File: src/rtl/cmp_pkg.sv
// Shared types and helpers for the iterative branch comparator.
package cmp_pkg;

  typedef enum logic [1:0] {
    S_IDLE = 2'd0,
    S_CMP  = 2'd1,
    S_DONE = 2'd2
  } cmp_state_e;

  // Width of the chunk index; at least one bit even for a single chunk.
  function automatic int unsigned idx_width(input int unsigned nchunk);
    return (nchunk > 1) ? $clog2(nchunk) : 1;
  endfunction

endpackage

File: src/rtl/chunk_cmp.sv
// Combinational unsigned less-than / equal on one W-bit chunk.
module chunk_cmp #(
  parameter int unsigned W = 8
) (
  input  logic [W-1:0] i_a,
  input  logic [W-1:0] i_b,
  output logic         o_lt,
  output logic         o_eq
);

  assign o_lt = (i_a < i_b);
  assign o_eq = (i_a == i_b);

endmodule

File: src/rtl/branch_cmp_seq.sv
// Iterative MSB-first branch comparator: CHUNK bits per cycle, signed/unsigned,
// valid/ready on both sides with registered results.
module branch_cmp_seq
  import cmp_pkg::*;
#(
  parameter int unsigned XLEN       = 32,
  parameter int unsigned CHUNK      = 8,
  parameter bit          EARLY_EXIT = 1'b1
) (
  input  logic            i_clk,
  input  logic            i_rst_n,
  input  logic            i_valid,
  output logic            o_ready,
  input  logic [XLEN-1:0] i_rs1_data,
  input  logic [XLEN-1:0] i_rs2_data,
  input  logic            i_br_un,
  output logic            o_valid,
  input  logic            i_ready,
  output logic            o_br_less,
  output logic            o_br_equal
);

  localparam int unsigned NCHUNK = XLEN / CHUNK;
  localparam int unsigned IDXW   = idx_width(NCHUNK);
  localparam logic [IDXW-1:0] IDX_LAST = IDXW'(NCHUNK - 1);

  if ((XLEN % CHUNK) != 0) begin : g_bad_chunk
    $error("branch_cmp_seq: XLEN must be a multiple of CHUNK");
  end

  cmp_state_e      r_state;
  logic [XLEN-1:0] r_a;
  logic [XLEN-1:0] r_b;
  logic [IDXW-1:0] r_idx;
  logic            r_diff;
  logic            r_lt;
  logic            r_ready;
  logic            r_valid;
  logic            r_less;
  logic            r_equal;

  logic [XLEN-1:0] w_sign_mask;
  logic            w_lt;
  logic            w_eq;
  logic            w_first_diff;

  // Flipping the sign bit maps two's-complement order onto unsigned order.
  assign w_sign_mask = {~i_br_un, {(XLEN-1){1'b0}}};

  // Operands shift left each cycle, so the chunk under test is always on top.
  chunk_cmp #(.W(CHUNK)) u_chunk_cmp (
    .i_a  (r_a[XLEN-1 -: CHUNK]),
    .i_b  (r_b[XLEN-1 -: CHUNK]),
    .o_lt (w_lt),
    .o_eq (w_eq)
  );

  assign w_first_diff = ~w_eq & ~r_diff;

  always_ff @(posedge i_clk or negedge i_rst_n) begin
    if (!i_rst_n) begin
      r_state <= S_IDLE;
      r_a     <= '0;
      r_b     <= '0;
      r_idx   <= IDX_LAST;
      r_diff  <= 1'b0;
      r_lt    <= 1'b0;
      r_ready <= 1'b1;
      r_valid <= 1'b0;
      r_less  <= 1'b0;
      r_equal <= 1'b0;
    end else begin
      case (r_state)
        S_IDLE: begin
          if (i_valid) begin
            r_a     <= i_rs1_data ^ w_sign_mask;
            r_b     <= i_rs2_data ^ w_sign_mask;
            r_idx   <= IDX_LAST;
            r_diff  <= 1'b0;
            r_lt    <= 1'b0;
            r_less  <= 1'b0;
            r_equal <= 1'b0;
            r_ready <= 1'b0;
            r_state <= S_CMP;
          end
        end
        S_CMP: begin
          r_a <= r_a << CHUNK;
          r_b <= r_b << CHUNK;
          if (w_first_diff) begin
            r_diff <= 1'b1;
            r_lt   <= w_lt;
          end
          if (EARLY_EXIT && w_first_diff) begin
            r_less  <= w_lt;
            r_equal <= 1'b0;
            r_valid <= 1'b1;
            r_state <= S_DONE;
          end else if (r_idx == '0) begin
            // A difference found on this last chunk still counts as the first one.
            r_less  <= r_diff ? r_lt : w_lt;
            r_equal <= ~r_diff & w_eq;
            r_valid <= 1'b1;
            r_state <= S_DONE;
          end else begin
            r_idx <= r_idx - IDXW'(1);
          end
        end
        S_DONE: begin
          if (i_ready) begin
            r_valid <= 1'b0;
            r_ready <= 1'b1;
            r_state <= S_IDLE;
          end
        end
        default: begin
          r_valid <= 1'b0;
          r_ready <= 1'b1;
          r_state <= S_IDLE;
        end
      endcase
    end
  end

  assign o_ready    = r_ready;
  assign o_valid    = r_valid;
  assign o_br_less  = r_less;
  assign o_br_equal = r_equal;

endmodule

File: config.mk
export PLATFORM = sky130hd
export DESIGN_NAME = branch_cmp_seq
export DESIGN_NICKNAME = d
export VERILOG_FILES = /design/src/rtl/cmp_pkg.sv /design/src/rtl/chunk_cmp.sv /design/src/rtl/branch_cmp_seq.sv
export SDC_FILE = /design/constraint.sdc
export NUM_CORES = 1
export LEC_CHECK = 0
export CORE_MARGIN = 2
export CORE_UTILIZATION = 55
export CTS_CLUSTER_SIZE = 24
export DETAILED_ROUTE_END_ITERATION = 8
export DONT_BUFFER_PORTS = 1
export PLACE_DENSITY_LB_ADDON = 0.1
export SYNTH_ARGS = -nofsm -noshare
export SYNTH_HDL_FRONTEND = slang
export SYNTH_SLANG_ARGS = --single-unit
File: constraint.sdc
create_clock -name i_clk -period 2.06 [get_ports i_clk]
set_input_delay 0.309 -clock i_clk [delete_from_list [all_inputs] [get_ports i_clk]]
set_output_delay 0.309 -clock i_clk [all_outputs]
set_load 0.03 [all_outputs]
==> out/metrics.json <==
{
  "status": "completed",
  "mappedNetlistArea_um2": 3505,
  "gp_routability_congestion": 0.7593,
  "die_y_um": 83.83,
  "dominant_combinational_cell_family_by_area_after_synthesis": "compound AO/OA/AOI/OAI gates",
  "register_bit_count_reported_by_yosys": 74,
  "die_width_um": 83.83,
  "cts_num_sinks": 74,
  "layout_min_cycle_time_ns": 1.810,
  "timing.final.hold_violations": 0,
  "placeableCoreArea_um2": 6241,
  "power.net_switching_mw": 2.239,
  "tritoncts": "built",
  "clock-root-buffer": "sky130_fd_sc_hd__clkbuf_8",
  "synthMuxAreaShare": 0.1314,
  "synth-async-reset-ratio": 1.000,
  "multiInputGateArea_um2": 1453,
  "path_max_fanout": 4,
  "netSwitchingFraction": 0.3805,
  "yosys.cell_count.top_type": "sky130_fd_sc_hd__dfrtp_1",
  "drive_gt1_frac": 0.09756,
  "ys_top_cells_by_area": "sky130_fd_sc_hd__dfrtp_1 (51%), sky130_fd_sc_hd__mux2i_1 (13%), sky130_fd_sc_hd__nand2_1 (5.8%), sky130_fd_sc_hd__o21ai_0 (4.9%), sky130_fd_sc_hd__a22o_1 (4.0%)",
  "drt-pass1-iter-count": 7,
  "yosysTopAreaCellShare": 0.5070,
  "detail_route.drc_violations": 0,
  "static-leakage-power_nw": 1.686,
  "start_util": 0.5615,
  "grt_max_degree": 75,
  "final_antenna_net_count": 0,
  "post_synth_most_frequent_cells": "sky130_fd_sc_hd__dfrtp_1 (71), sky130_fd_sc_hd__nand2_1 (54), sky130_fd_sc_hd__mux2i_1 (46)",
  "skew_ns": 0.008120,
  "cts_buffer_depth": 2,
  "die-area_um2": 7027,
  "power.sequential.fraction": 0.440,
  "via_count_of_the_first_global_routing_pass": 2258,
  "timing_max_transition_violations_final": 0,
  "yosys.area_share.simple": 0.09425,
  "cts_resized": 0,
  "synth_sequential_area_ratio": 0.5295,
  "layout_worst_path_cycle_share": 0.8788,
  "drv_cap": 0,
  "maximum_cell_stage_delay_along_the_critical_path_ns": 0.35,
  "grt_remaining_overflow": 0,
  "cp-end-kind": "flop",
  "rows": 29,
  "io_buffers": 0,
  "fin_setup_tns_ns": 0,
  "postRouteWirelength_um": 6645,
  "netlist_instances": 324,
  "boundaryPins": 73,
  "internal_power_mw": 3.647,
  "fmax_mhz": 552.4,
  "combinational_group_share_of_total_power": 0.393,
  "path_class": "reg -> reg",
  "yosys_warnings": 0,
  "wire_length_of_the_first_global_routing_pass_um": 11110,
  "clk_latency_ns": 0.34,
  "setup_viol": 0,
  "worstPathArrival_ns": 2.05,
  "filler_cell_count": 550,
  "drt-initial-drc-count": 140,
  "synthXorXnorAreaFrac": 0.004998,
  "detailed_place_hpwl_um": 4684,
  "share_clk_of_total_power": 0.166,
  "ys_dominant_reg_cell": "sky130_fd_sc_hd__dfrtp_1",
  "max_slew_margin": 0.6226,
  "postSynthNetCount": 402,
  "worstPathRequired_ns": 2.30,
  "via_count": 2238,
  "synth_fa_ha_area_frac": 0.03213,
  "post_cts.repair.setup_buffers": 0,
  "syn_to_final_growth_pct": 7.676,
  "clk_pin_slew_worst_paths_ns": 0.08,
  "synth_edf_count": 0,
  "num_antenna_cells": 0,
  "ctsHtreeMaxLevel": 3,
  "compound_gate_fraction_of_synth_area": 0.1485,
  "cts_made_buffers": 9,
  "yosys.cell_types.count": 35,
  "timing.hold.worst.class": "in -> reg",
  "vdd_drop_max_mv": 1.089,
  "power_density_nw_per_um2": 1560,
  "crit_path_top_delay_cell": "sky130_fd_sc_hd__dfrtp_1",
  "crit_chain": "inv_1 -> ha_1 -> nand4_1 -> or2_4 -> a22oi_1 -> nand3_1 -> o311ai_1",
  "layout.nets": 401,
  "grt_setup_unrepaired": "no",
  "avgViaCountPerCell": 5.526,
  "mean_syn_cell_area_um2": 10.82,
  "finish.utilization": 0.6047,
  "gr-usage-all-layers": 0.2013,
  "yosysTopAreaCell": "sky130_fd_sc_hd__dfrtp_1",
  "number_of_antenna_violations_at_the_first_check_in_global_routing": 0,
  "worst_setup_path_start_kind": "flop",
  "final-seq-area_um2": 1856,
  "slew_at_the_pin_closest_to_its_max_slew_limit_ns": 0.5640,
  "post_drt_wl_per_cell_um": 16.41
}
placed cells by master, fill, tap and decap left out, drive strengths merged, types with 4 or more instances in the layout:
cell type  synthesis  routed
dfrtp             71      71
nor3               4       4
a21oi              6       6
buf               17       8
clkbuf             4      10
clkinvlp           0       4
ha                 9       9
mux2i             46      46
inv               12      12
nand2             54      54
o21ai             55      55
a22o              16      16
power by group through the flow:
stage | Clock, mW | Combinational, mW | Sequential, mW
finish | 0.979 | 2.32 | 2.59
global route | 1.05 | 2.63 | 2.68
CTS | 1.00 | 2.34 | 2.60
detailed placement | 0 | 2.29 | 2.63
global placement | 0 | 2.23 | 2.59
floorplan | 0 | 1.96 | 2.48
state kept, by name, summed over array words and instances, names as in the netlist:
register and count:
r_a 32, r_b 32, r_idx 2, r_state 2
o_br_equal 1, o_br_less 1, o_ready 1, o_valid 1
r_diff 1, r_lt 1
cell families (layout without fill, tap and decap cells):
group	after synthesis	count (layout)
fa+ha+maj	9	9
simple gates	75	75
compound gates	85	85
xor+xnor	2	2
buf+inv	33	37
mux	46	46
flops	74	74
final timing paths:
path	from	endpoint	slack [ns]	cells past startpoint
setup / recovery	r_b[30]	o_br_less	0.25	7
hold / removal	i_ready	r_state[1]	0.05	1
setup reg to reg	r_b[30]	o_br_less	0.25	7
hold reg to reg	r_b[31]	r_b[31]	0.48	2
max in group asynchronous	i_rst_n	o_ready	1.21	2
min in group asynchronous	i_rst_n	r_b[27]	0.52	2
critical path, delay by kind of cell, from the launching register on:
family	cells	cell delay, ns
buffers and inverters	1	0.05
adder cells (fa/ha/maj)	1	0.31
flip-flops	1	0.35
AO/OA/AOI/OAI	2	0.43
AND/OR/NAND/NOR	3	0.56
area by class of cell:
type                       instances  share of cell area
timing repair buffer               9             0.04045
multi-input combinational        217              0.3849
sequential                        74              0.4917
clock inverter                     6             0.01160
tap                               77             0.02553
clock buffer                      10             0.03382
inverter                          12             0.01194
per-layer routing:
metal	vias to the layer above	part of all wire	track usage	routed length, um
met3	6	0.048	0.06231	321
met5	-	0	0	0
met2	42	0.45	0.2880	3023
met1	1057	0.49	0.2926	3230
li1	1133	-	-	-
met4	0	0.010	0.06891	69
stage by stage:
stage                     hold WS, ns  instances  worst slack (ns)  power [mW]  area, um^2
after floorplan               0.01341        324            0.4800       4.439        3505
after global placement        0.01639        387            0.4141       4.820        3565
after detailed placement      0.01680        387            0.2750       4.923        3565
after CTS                     0.02997        405            0.2724       5.940        3774
after global routing          0.02476        405            0.1445       6.356        3774
final                         0.04704        405            0.2497       5.886        3774
repair_timing:
item | in CTS | in global routing
hold endpoints to repair | 74 | 0
setup endpoints to repair | 0 | 0
hold buffers | 2 | 0
Power figures use the tool's default switching activity.
